--- config.mk ---
export PLATFORM = sky130hd
export DESIGN_NAME = rgb2hsl
export DESIGN_NICKNAME = d
export VERILOG_FILES = /design/src/rtl/colour_pkg.sv /design/src/rtl/div_serial.sv /design/src/rtl/rgb2hsl.sv
export SDC_FILE = /design/constraint.sdc
export NUM_CORES = 1
export LEC_CHECK = 0
export CAP_MARGIN = 20
export CORE_MARGIN = 5
export CORE_UTILIZATION = 35
export DETAILED_ROUTE_END_ITERATION = 16
export GPL_TIMING_DRIVEN = 0
export PLACE_DENSITY = 0.57
export SLEW_MARGIN = 20
export SYNTH_ARGS = -nofsm -noshare
export SYNTH_HDL_FRONTEND = slang
export SYNTH_HIERARCHICAL = 1
export SYNTH_SLANG_ARGS = --single-unit
--- constraint.sdc ---
create_clock -name clock -period 10.45 [get_ports clock]
set_input_delay 2.09 -clock clock [delete_from_list [all_inputs] [get_ports clock]]
set_output_delay 2.09 -clock clock [all_outputs]
set_load 0.02 [all_outputs]
--- src/rtl/colour_pkg.sv ---
// Shared colour types and hue constants for the rgb2hsl / hsl2rgb paths.
package colour_pkg;

   typedef struct packed {
      logic [7:0] r;
      logic [7:0] g;
      logic [7:0] b;
   } rgb_t;

   typedef struct packed {
      logic [7:0] h;
      logic [7:0] s;
      logic [7:0] l;
   } hsl_t;

   // One 60-degree hue sector in 256-step hue units, and the sector
   // offsets where green and blue dominate.
   localparam logic [7:0] HUE_SECTOR = 8'd43;
   localparam logic [7:0] HUE_G      = 8'd85;
   localparam logic [7:0] HUE_B      = 8'd171;

   typedef enum logic [2:0] {
      ST_IDLE,
      ST_PREP,
      ST_DIV_S,
      ST_DIV_H,
      ST_DONE
   } conv_state_e;

   function automatic logic [7:0] max3(input logic [7:0] a, input logic [7:0] b,
                                       input logic [7:0] c);
      logic [7:0] m;
      m = (a >= b) ? a : b;
      return (m >= c) ? m : c;
   endfunction

   function automatic logic [7:0] min3(input logic [7:0] a, input logic [7:0] b,
                                       input logic [7:0] c);
      logic [7:0] m;
      m = (a <= b) ? a : b;
      return (m <= c) ? m : c;
   endfunction

   function automatic logic [7:0] absdiff(input logic [7:0] a, input logic [7:0] b);
      return (a >= b) ? (a - b) : (b - a);
   endfunction

endpackage

--- src/rtl/div_serial.sv ---
// Restoring unsigned divider, one quotient bit per cycle.
// The start cycle already performs the first iteration on the incoming
// operands, so a division occupies exactly DIV_BITS clock edges and
// done_o pulses in the cycle right after the last one.
module div_serial #(
   parameter int DIV_BITS = 16
) (
   input  logic                clk_i,
   input  logic                rst_i,
   input  logic                start_i,
   input  logic [DIV_BITS-1:0] dividend_i,
   input  logic [7:0]          divisor_i,
   output logic                busy_o,
   output logic                done_o,
   output logic [DIV_BITS-1:0] quotient_o,
   output logic [7:0]          remainder_o
);

   localparam int CW = $clog2(DIV_BITS + 1);

   logic [7:0]          rem_q, rem_d;
   logic [DIV_BITS-1:0] dq_q, dq_d;      // dividend bits shift out, quotient bits shift in
   logic [7:0]          dvs_q, dvs_d;
   logic [CW-1:0]       cnt_q, cnt_d;
   logic                busy_q, busy_d;
   logic                done_q, done_d;

   logic [7:0]          src_rem;
   logic [DIV_BITS-1:0] src_dq;
   logic [7:0]          src_dvs;
   logic [8:0]          trial;
   logic [8:0]          trial_sub;
   logic                take;
   logic [7:0]          rem_step;
   logic [DIV_BITS-1:0] dq_step;

   // One restoring step on either fresh operands (start) or the running state
   always_comb begin
      src_rem   = start_i ? 8'd0 : rem_q;
      src_dq    = start_i ? dividend_i : dq_q;
      src_dvs   = start_i ? divisor_i : dvs_q;
      trial     = {src_rem, src_dq[DIV_BITS-1]};
      trial_sub = trial - {1'b0, src_dvs};
      // trial[8] set implies trial > any 8-bit divisor, so the subtract
      // result always fits back into 8 bits when taken.
      take      = (trial >= {1'b0, src_dvs});
      rem_step  = take ? trial_sub[7:0] : trial[7:0];
      dq_step   = {src_dq[DIV_BITS-2:0], take};
   end

   // Next-state: load+first step on start, then count down the remaining steps
   always_comb begin
      rem_d  = rem_q;
      dq_d   = dq_q;
      dvs_d  = dvs_q;
      cnt_d  = cnt_q;
      busy_d = busy_q;
      done_d = 1'b0;
      if (start_i) begin
         rem_d  = rem_step;
         dq_d   = dq_step;
         dvs_d  = divisor_i;
         cnt_d  = CW'(DIV_BITS - 1);
         busy_d = 1'b1;
      end else if (busy_q) begin
         rem_d = rem_step;
         dq_d  = dq_step;
         cnt_d = cnt_q - CW'(1);
         if (cnt_q == CW'(1)) begin
            busy_d = 1'b0;
            done_d = 1'b1;
         end
      end
   end

   // Divider state registers
   always_ff @(posedge clk_i or posedge rst_i) begin
      if (rst_i) begin
         rem_q  <= '0;
         dq_q   <= '0;
         dvs_q  <= '0;
         cnt_q  <= '0;
         busy_q <= 1'b0;
         done_q <= 1'b0;
      end else begin
         rem_q  <= rem_d;
         dq_q   <= dq_d;
         dvs_q  <= dvs_d;
         cnt_q  <= cnt_d;
         busy_q <= busy_d;
         done_q <= done_d;
      end
   end

   assign busy_o      = busy_q;
   assign done_o      = done_q;
   assign quotient_o  = dq_q;
   assign remainder_o = rem_q;

endmodule

--- src/rtl/rgb2hsl.sv ---
// RGB888 -> HSL888 converter. One pixel in flight; a single serial divider
// is shared, first for saturation and then for the hue fraction.
module rgb2hsl
   import colour_pkg::*;
#(
   parameter int DIV_BITS = 16   // must be >= 16 so delta*255 fits
) (
   input  logic       clock,
   input  logic       reset,
   input  logic [7:0] r,
   input  logic [7:0] g,
   input  logic [7:0] b,
   input  logic       ready_i,
   output logic [7:0] h,
   output logic [7:0] s,
   output logic [7:0] l,
   output logic       valid_o,
   output logic       busy_o
);

   conv_state_e state_q, state_d;

   rgb_t       pix_q, pix_d;
   logic [7:0] delta_q, delta_d;
   logic [7:0] lgt_q, lgt_d;
   logic [7:0] habs_q, habs_d;
   logic [7:0] hoff_q, hoff_d;
   logic       hneg_q, hneg_d;
   logic       zero_q, zero_d;
   logic [7:0] sres_q, sres_d;
   logic [7:0] h_q, h_d;
   logic [7:0] s_q, s_d;
   logic [7:0] l_q, l_d;

   // PREP-stage values derived from the captured pixel
   logic [7:0]  mx_c, mn_c, delta_c;
   logic [8:0]  sum_c;
   logic [8:0]  sum_inv_c;
   logic [7:0]  habs_c, hoff_c;
   logic        hneg_c;
   logic [15:0] s_dvd_c, h_dvd_c;
   logic [7:0]  s_dvs_c, h_dvs_c;

   logic                div_start;
   logic [DIV_BITS-1:0] div_dvd;
   logic [7:0]          div_dvs;
   logic                div_busy, div_done;
   logic [DIV_BITS-1:0] div_quo;
   logic [7:0]          div_rem;
   logic [7:0]          hq;
   logic [7:0]          h_calc;
   logic                unused_div;

   // Extremes, lightness sum and the signed hue numerator of the held pixel
   always_comb begin
      mx_c      = max3(pix_q.r, pix_q.g, pix_q.b);
      mn_c      = min3(pix_q.r, pix_q.g, pix_q.b);
      delta_c   = mx_c - mn_c;
      sum_c     = {1'b0, mx_c} + {1'b0, mn_c};
      sum_inv_c = 9'd510 - sum_c;
      // Ties resolve r, then g, then b.
      if (pix_q.r >= pix_q.g && pix_q.r >= pix_q.b) begin
         hneg_c = (pix_q.g < pix_q.b);
         habs_c = absdiff(pix_q.g, pix_q.b);
         hoff_c = 8'd0;
      end else if (pix_q.g >= pix_q.b) begin
         hneg_c = (pix_q.b < pix_q.r);
         habs_c = absdiff(pix_q.b, pix_q.r);
         hoff_c = HUE_G;
      end else begin
         hneg_c = (pix_q.r < pix_q.g);
         habs_c = absdiff(pix_q.r, pix_q.g);
         hoff_c = HUE_B;
      end
   end

   // Divider operands; a grey pixel divides by 1 and the result is dropped
   always_comb begin
      s_dvd_c = {8'd0, delta_c} * 16'd255;
      if (delta_c == 8'd0)
         s_dvs_c = 8'd1;
      else if (sum_c <= 9'd255)
         s_dvs_c = sum_c[7:0];
      else
         s_dvs_c = sum_inv_c[7:0];
      h_dvd_c = {8'd0, habs_q} * {8'd0, HUE_SECTOR};
      h_dvs_c = zero_q ? 8'd1 : delta_q;
   end

   // FSM state register
   always_ff @(posedge clock or posedge reset) begin
      if (reset) state_q <= ST_IDLE;
      else       state_q <= state_d;
   end

   // FSM next-state
   always_comb begin
      state_d = state_q;
      case (state_q)
         ST_IDLE:  if (ready_i)  state_d = ST_PREP;
         ST_PREP:                state_d = ST_DIV_S;
         ST_DIV_S: if (div_done) state_d = ST_DIV_H;
         ST_DIV_H: if (div_done) state_d = ST_DONE;
         ST_DONE:                state_d = ST_IDLE;
         default:                state_d = ST_IDLE;
      endcase
   end

   // FSM outputs: handshake flags and divider launch (S from PREP, H when S finishes)
   always_comb begin
      busy_o    = (state_q != ST_IDLE);
      valid_o   = (state_q == ST_DONE);
      div_start = 1'b0;
      div_dvd   = DIV_BITS'(s_dvd_c);
      div_dvs   = s_dvs_c;
      if (state_q == ST_PREP) begin
         div_start = 1'b1;
      end else if (state_q == ST_DIV_S && div_done) begin
         div_start = 1'b1;
         div_dvd   = DIV_BITS'(h_dvd_c);
         div_dvs   = h_dvs_c;
      end
   end

   div_serial #(
      .DIV_BITS (DIV_BITS)
   ) u_div (
      .clk_i       (clock),
      .rst_i       (reset),
      .start_i     (div_start),
      .dividend_i  (div_dvd),
      .divisor_i   (div_dvs),
      .busy_o      (div_busy),
      .done_o      (div_done),
      .quotient_o  (div_quo),
      .remainder_o (div_rem)
   );

   // Both quotients are bounded to 8 bits; remainder is not needed.
   assign unused_div = ^{div_quo[DIV_BITS-1:8], div_rem, div_busy};

   // Hue = sector offset +/- fraction, wrapping mod 256
   always_comb begin
      hq     = div_quo[7:0];
      h_calc = hneg_q ? (hoff_q - hq) : (hoff_q + hq);
   end

   // Datapath next-state: capture, PREP snapshot, S result, final outputs
   always_comb begin
      pix_d   = pix_q;
      delta_d = delta_q;
      lgt_d   = lgt_q;
      habs_d  = habs_q;
      hoff_d  = hoff_q;
      hneg_d  = hneg_q;
      zero_d  = zero_q;
      sres_d  = sres_q;
      h_d     = h_q;
      s_d     = s_q;
      l_d     = l_q;
      if (state_q == ST_IDLE && ready_i)
         pix_d = '{r: r, g: g, b: b};
      if (state_q == ST_PREP) begin
         delta_d = delta_c;
         lgt_d   = sum_c[8:1];
         habs_d  = habs_c;
         hoff_d  = hoff_c;
         hneg_d  = hneg_c;
         zero_d  = (delta_c == 8'd0);
      end
      if (state_q == ST_DIV_S && div_done)
         sres_d = div_quo[7:0];
      if (state_q == ST_DIV_H && div_done) begin
         h_d = zero_q ? 8'd0 : h_calc;
         s_d = zero_q ? 8'd0 : sres_q;
         l_d = lgt_q;
      end
   end

   // Datapath registers
   always_ff @(posedge clock or posedge reset) begin
      if (reset) begin
         pix_q   <= '0;
         delta_q <= '0;
         lgt_q   <= '0;
         habs_q  <= '0;
         hoff_q  <= '0;
         hneg_q  <= 1'b0;
         zero_q  <= 1'b0;
         sres_q  <= '0;
         h_q     <= '0;
         s_q     <= '0;
         l_q     <= '0;
      end else begin
         pix_q   <= pix_d;
         delta_q <= delta_d;
         lgt_q   <= lgt_d;
         habs_q  <= habs_d;
         hoff_q  <= hoff_d;
         hneg_q  <= hneg_d;
         zero_q  <= zero_d;
         sres_q  <= sres_d;
         h_q     <= h_d;
         s_q     <= s_d;
         l_q     <= l_d;
      end
   end

   assign h = h_q;
   assign s = s_q;
   assign l = l_q;

endmodule

==> results.sh, run 1 <==
export IMPL_drive_gt1_frac=0.157
export IMPL_cts_buffer_depth=2
export IMPL_drtIter0Drc=609
export IMPL_wirelength_mm=34.3
export IMPL_port_buffers=52
export IMPL_slew_headroom=0.493
export IMPL_cts_max_level=4
export IMPL_yosysWarnings=6
export IMPL_ys_flop_type="dfrtp_1"
export IMPL_clk_pin_slew_ns=0.06
export IMPL_start_util=0.354
export IMPL_fin_hold_ws_ns=0.469
export IMPL_cts_root_buf="clkbuf_16"
export IMPL_area_growth_pct=23.1
export IMPL_grt_pass1_vias=10346
export IMPL_dpl_hpwl_mm=26.6
export IMPL_setup_viol=0
export IMPL_cts_buffers=17
export IMPL_grt_max_degree=64
export IMPL_avgSynthCellArea_um2=8.62
export IMPL_path_class="flop to flop"
export IMPL_clkSinkCount=127
export IMPL_ant_nets=0
export IMPL_crit_path_frequent_cell="inv_2"
export IMPL_core_um2=34500
export IMPL_min_period_over_period=0.970
export IMPL_cp_data_arrival_time_ns=10.41
export IMPL_slowest_stage="fa_1"
export IMPL_setup_ws_ns=0.313
export IMPL_start_kind="flop"
export IMPL_grt_pass1_wl_mm=54.7
export IMPL_yosysTopAreaCell="dfrtp_1"
export IMPL_end_kind="flop"
export IMPL_routabilityCongestion=0.905
export IMPL_antenna_found_initial=0
export IMPL_min_period_ns=10.14
export IMPL_hold_viol=0
export IMPL_finalClockSkew_ns=0.0124
export IMPL_cp_max_fo=10
export IMPL_nets=1789
export IMPL_vias=10368
export IMPL_seq_area_frac_synth=0.260
export IMPL_async_reset_ff_frac=1.00
export IMPL_clock_latency_ns=0.43
export IMPL_die_x_um=197
export IMPL_crit_required_ns=10.73
export IMPL_fmax_mhz=98.7
export IMPL_synth_edff_count=0
export IMPL_wl_per_cell_um=17.0
export IMPL_n_fill_cell=3422
export IMPL_synthTopCellsByArea="dfrtp_1 (26%), ha_1 (18%), fa_1 (6.4%)"
export IMPL_cap_violations=0
export IMPL_yosys_area_top_type_share=0.260
export IMPL_netlist_area_um2=12200
export IMPL_drv_slew=0
export IMPL_synth_cell_types=80
export IMPL_diodes=0
export IMPL_die_h_um=197
export IMPL_status="completed"
export IMPL_die_area_um2=38800
export IMPL_syn_num_nets=1660
export IMPL_pin_count=53
export IMPL_synthCells=1421
export IMPL_worst_slew_pin_slew_ns=0.760
export IMPL_hold_path_class="flop to flop"
export IMPL_place_ws_ns=-1.95
export IMPL_cts_tree="yes"
export IMPL_critPathMaxStageDelay_ns=0.54
export IMPL_viasPerCell=5.14
export IMPL_grt_remaining_overflow=0
export IMPL_drc=0
export IMPL_row_count=68
export IMPL_grt_usage=0.174
export IMPL_firstDrtPassIters=5
export IMPL_synth_seq_cells=127
-- cell type report --
| type | count | area [um^2] | share of cell area |
|---|---|---|---|
| Sequential cell | 127 | 3180 | 0.211 |
| Inverter | 159 | 617 | 0.0409 |
| Clock inverter | 11 | 81.3 | 0.00539 |
| Buffer | 53 | 294 | 0.0195 |
| Timing Repair Buffer | 112 | 1040 | 0.0692 |
| Tap cell | 455 | 569 | 0.0378 |
| Clock buffer | 21 | 470 | 0.0312 |
| Multi-Input combinational cell | 1080 | 8820 | 0.585 |
-- flip-flops by register name (all words and copies together) (netlist names), 3 cells and up --
register / flops
u_div/quotient_o: 16
l: 8
h: 8
u_div/cnt_q: 5
sres_q: 8
habs_q: 8
pix_q: 24
lgt_q: 8
state_q: 3
u_div/remainder_o: 8
u_div/dvs_q: 8
hoff_q: 3
delta_q: 8
s: 8
-- through the flow --
| step | cells | area [um^2] | util | TNS [ns] |
|---|---|---|---|---|
| global placement | 1928 | 13300 | 0.386 | -14.19 |
| detailed placement | 1930 | 13400 | 0.388 | -15.34 |
| CTS | 1991 | 14600 | 0.424 | 0 |
| global route | 2018 | 15100 | 0.436 | -0.851 |
| finish | 2018 | 15100 | 0.436 | 0 |
| floorplan | 1421 | 12300 | - | 0 |
-- what timing repair did --
action	4_1_cts	5_1_grt
buffers inserted	32	26
pin swaps	24	44
setup endpoints to repair	12	9
hold buffers	0	0
cloned	0	1
gates resized for setup	93	45
-- Yosys cell counts, types with 3 or more instances --
cell type / instances
nand2b_1: 16
and3_1: 7
o31ai_1: 7
nand2_1: 188
ha_1: 173
a41oi_2: 3
o22ai_1: 5
nand4_1: 8
a21oi_1: 78
mux2_2: 22
nor2b_1: 27
xnor2_1: 54
a211o_1: 4
xor2_1: 27
a22oi_1: 3
buf_2: 7
a22o_1: 6
a21o_1: 28
o41ai_1: 4
mux2i_1: 38
nand3b_1: 5
nand3_1: 10
a2111oi_0: 3
nor3b_1: 3
o21ai_0: 96
o211ai_1: 6
buf_1: 5
clkbuf_1: 40
and2_1: 6
inv_1: 146
nor3_1: 14
nor2_1: 56
o21ai_1: 42
o21a_1: 7
a221oi_1: 3
or2_2: 4
o21bai_1: 9
a31oi_1: 16
inv_2: 12
fa_1: 39
or2_0: 3
dfrtp_1: 127
a41oi_1: 4
a211oi_1: 13
or3_1: 6
-- critical path, delay by kind of cell, from the launching register on --
kind / cells / cell delay [ns]
AND/OR/NAND/NOR: 7 / 0.97
adder cells (fa/ha/maj): 11 / 3.63
AO/OA/AOI/OAI: 18 / 2.85
buffers and inverters: 10 / 0.88
XOR/XNOR: 4 / 0.76
flip-flops: 1 / 0.37
multiplexers: 2 / 0.52
-- placed cells by master, fill, tap and decap left out, types with 9 or more instances in the layout --
master           instances
clkdlybuf4s50_1         52
inv_2                   20
nor2_1                  55
a211oi_1                13
ha_1                   153
nand3_1                  9
nor3_1                  14
fa_1                    36
xor2_1                  26
a21o_1                  28
o21ai_0                 92
mux2_2                  16
nor2b_1                 27
a21oi_1                 66
clkbuf_16               18
nand2b_1                16
xnor2_1                 43
mux2i_1                 36
a31oi_1                 16
nand2_1                185
clkbuf_1                34
buf_4                   52
inv_1                  133
dfrtp_1                123
ha_4                    15
o21ai_1                 37
-- routing by layer --
layer / vias to the layer above / routed length [um] / track usage
met5: - / 0 / 0
met3: 44 / 1030 / 0.0229
met2: 200 / 16700 / 0.299
met4: 0 / 882 / 0.0539
met1: 4988 / 15700 / 0.229
li1: 5136 / - / -
-- final timing paths --
check | cells after the start | slack (ns) | start | end
worst max-delay path | 52 | 0.31 | pix_q[16] | u_div/remainder_o[4]
max in group asynchronous | 3 | 7.75 | reset | pix_q[17]
min in group asynchronous | 2 | 2.02 | reset | u_div/remainder_o[6]
worst min-delay path | 2 | 0.47 | lgt_q[1] | l[1]
worst min register to register | 2 | 0.47 | lgt_q[1] | l[1]
worst max register to register | 52 | 0.31 | pix_q[16] | u_div/remainder_o[4]
-- cells by family (layout without fill, tap and decap cells) --
| group | count (synthesis) | count (layout) | synth area share |
|---|---|---|---|
| flip-flops | 127 | 127 | 0.260 |
| XOR/XNOR | 81 | 81 | 0.0579 |
| buffers and inverters | 215 | 356 | 0.0690 |
| AND/OR/NAND/NOR | 366 | 366 | 0.138 |
| multiplexers | 62 | 62 | 0.0531 |
| AO/OA/AOI/OAI | 358 | 359 | 0.182 |
| adder cells (fa/ha/maj) | 212 | 212 | 0.241 |
Power of run 1 is left out: the tool's default activity adds up to more than one toggle a clock period on the data nets, which glitch-free logic cannot reach.
==> run 2: changes to the inputs <==
- CELL_PAD_IN_SITES_DETAIL_PLACEMENT: not set -> 2
- CELL_PAD_IN_SITES_GLOBAL_PLACEMENT: not set -> 2
- PLACE_DENSITY: 0.57 -> 0.82
==> results.sh, run 2 (synthesis gave the netlist of run 1 again) <==
export IMPL_grt_max_degree=64
export IMPL_core_um2=34500
export IMPL_cts_tree="yes"
export IMPL_die_h_um=197
export IMPL_clkSinkCount=127
export IMPL_end_kind="flop"
export IMPL_ant_nets=0
export IMPL_postCtsHoldBufs=0
export IMPL_grt_remaining_overflow=0
export IMPL_viasPerCell=5.72
export IMPL_cap_violations=0
export IMPL_drive_gt1_frac=0.175
export IMPL_slew_headroom=0.428
export IMPL_drc=0
export IMPL_postPlaceCellArea_um2=13400
export IMPL_cts_buffer_depth=2
export IMPL_slowest_stage="fa_1"
export IMPL_cts_root_buf="clkbuf_16"
export IMPL_die_area_um2=38800
export IMPL_largest_register_ffs=24
export IMPL_routabilityCongestion=0.911
export IMPL_cts_max_level=4
export IMPL_cts_buffers=17
export IMPL_crit_required_ns=10.75
export IMPL_cp_max_fo=4
export IMPL_wl_per_cell_um=26.5
export IMPL_final_core_util=0.442
export IMPL_grt_pass1_vias=12919
export IMPL_cp_data_arrival_time_ns=10.96
export IMPL_clock_latency_ns=0.46
export IMPL_row_count=68
export IMPL_critPathMaxStageDelay_ns=0.55
export IMPL_dpl_hpwl_mm=33.5
export IMPL_area_growth_pct=24.8
export IMPL_port_buffers=52
export IMPL_status="finished, violations left"
export IMPL_violations="negative setup slack"
export IMPL_cpLargestDelayFamily="adder cells"
export IMPL_hold_viol=0
export IMPL_final_cell_mix="nand2_1 (183), ha_1 (151), inv_1 (128)"
export IMPL_antenna_found_initial=1
export IMPL_min_period_over_period=1.02
export IMPL_min_period_ns=10.66
export IMPL_firstDrtPassIters=5
export IMPL_pin_count=53
export IMPL_drtIter0Drc=598
export IMPL_path_class="flop to flop"
export IMPL_drv_slew=0
export IMPL_setup_viol=8
export IMPL_start_util=0.354
export IMPL_final_common_cell="nand2_1"
export IMPL_cp_num_buf_inv=10
export IMPL_clk_pin_slew_ns=0.06
export IMPL_final_cell_area_um2=15300
export IMPL_vias=11563
export IMPL_diodes=0
export IMPL_grt_pass1_wl_mm=74.1
export IMPL_finalClockSkew_ns=0.0130
export IMPL_grt_usage=0.245
export IMPL_setup_ws_ns=-0.210
export IMPL_fmax_mhz=93.8
export IMPL_hold_path_class="flop to flop"
export IMPL_top_register="pix_q"
export IMPL_wirelength_mm=53.7
export IMPL_worst_slew_pin_slew_ns=0.853
export IMPL_die_x_um=197
export IMPL_start_kind="flop"
export IMPL_nets=1793
[run 2: area by class of cell]
| class | instances | area, um^2 |
|---|---|---|
| plain buffers | 51 | 263 |
| clock buffers | 17 | 425 |
| clock inverters | 15 | 150 |
| fillers | 3751 | 19300 |
| inverters | 159 | 629 |
| multi-input cells | 1079 | 8970 |
| flip-flops and latches | 127 | 3180 |
| well taps | 455 | 569 |
| repair buffers | 119 | 1090 |
[run 2: through the flow]
stage / setup WS, ns / TNS, ns / hold slack [ns] / cells
after floorplan: 0.0612 / 0 / 0.439 / 1421
after global placement: -1.86 / -14.69 / 0.461 / 1928
after detailed placement: -2.20 / -18.90 / 0.466 / 1930
after CTS: 0.0253 / 0 / 0.492 / 1998
after global routing: -0.442 / -3.27 / 0.519 / 2022
final: -0.210 / -1.14 / 0.488 / 2022
[run 2: timing repair]
action | in CTS | in global routing
pin swaps | 31 | 58
gates resized for setup | 101 | 71
buffers inserted | 39 | 26
setup endpoints to repair | 14 | 9
[run 2: worst paths after layout]
kind                            from              endpoint  slack, ns  cells after the start
max                        pix_q[15]  u_div/remainder_o[4]      -0.21                     49
min reg2reg                     l[0]                  l[0]       0.49                      2
min in group asynchronous      reset                  s[6]       2.01                      2
min                             l[0]                  l[0]       0.49                      2
max reg2reg                pix_q[15]  u_div/remainder_o[4]      -0.21                     49
max in group asynchronous      reset             pix_q[11]       7.75                      3
[run 2: layer usage]
| layer | vias up | track usage | wire length [um] |
|---|---|---|---|
| met5 | - | 0 | 7 |
| met4 | 2 | 0.109 | 2700 |
| met3 | 162 | 0.0365 | 1830 |
| met2 | 354 | 0.446 | 28100 |
| met1 | 5901 | 0.284 | 21000 |
| li1 | 5144 | - | - |
[run 2: worst min-delay path, delay by kind of cell (launching register included)]
kind,cells,cell delay (ns)
flops,1,0.34
simple gates,2,0.11
Power of run 2 is left out for the same reason.
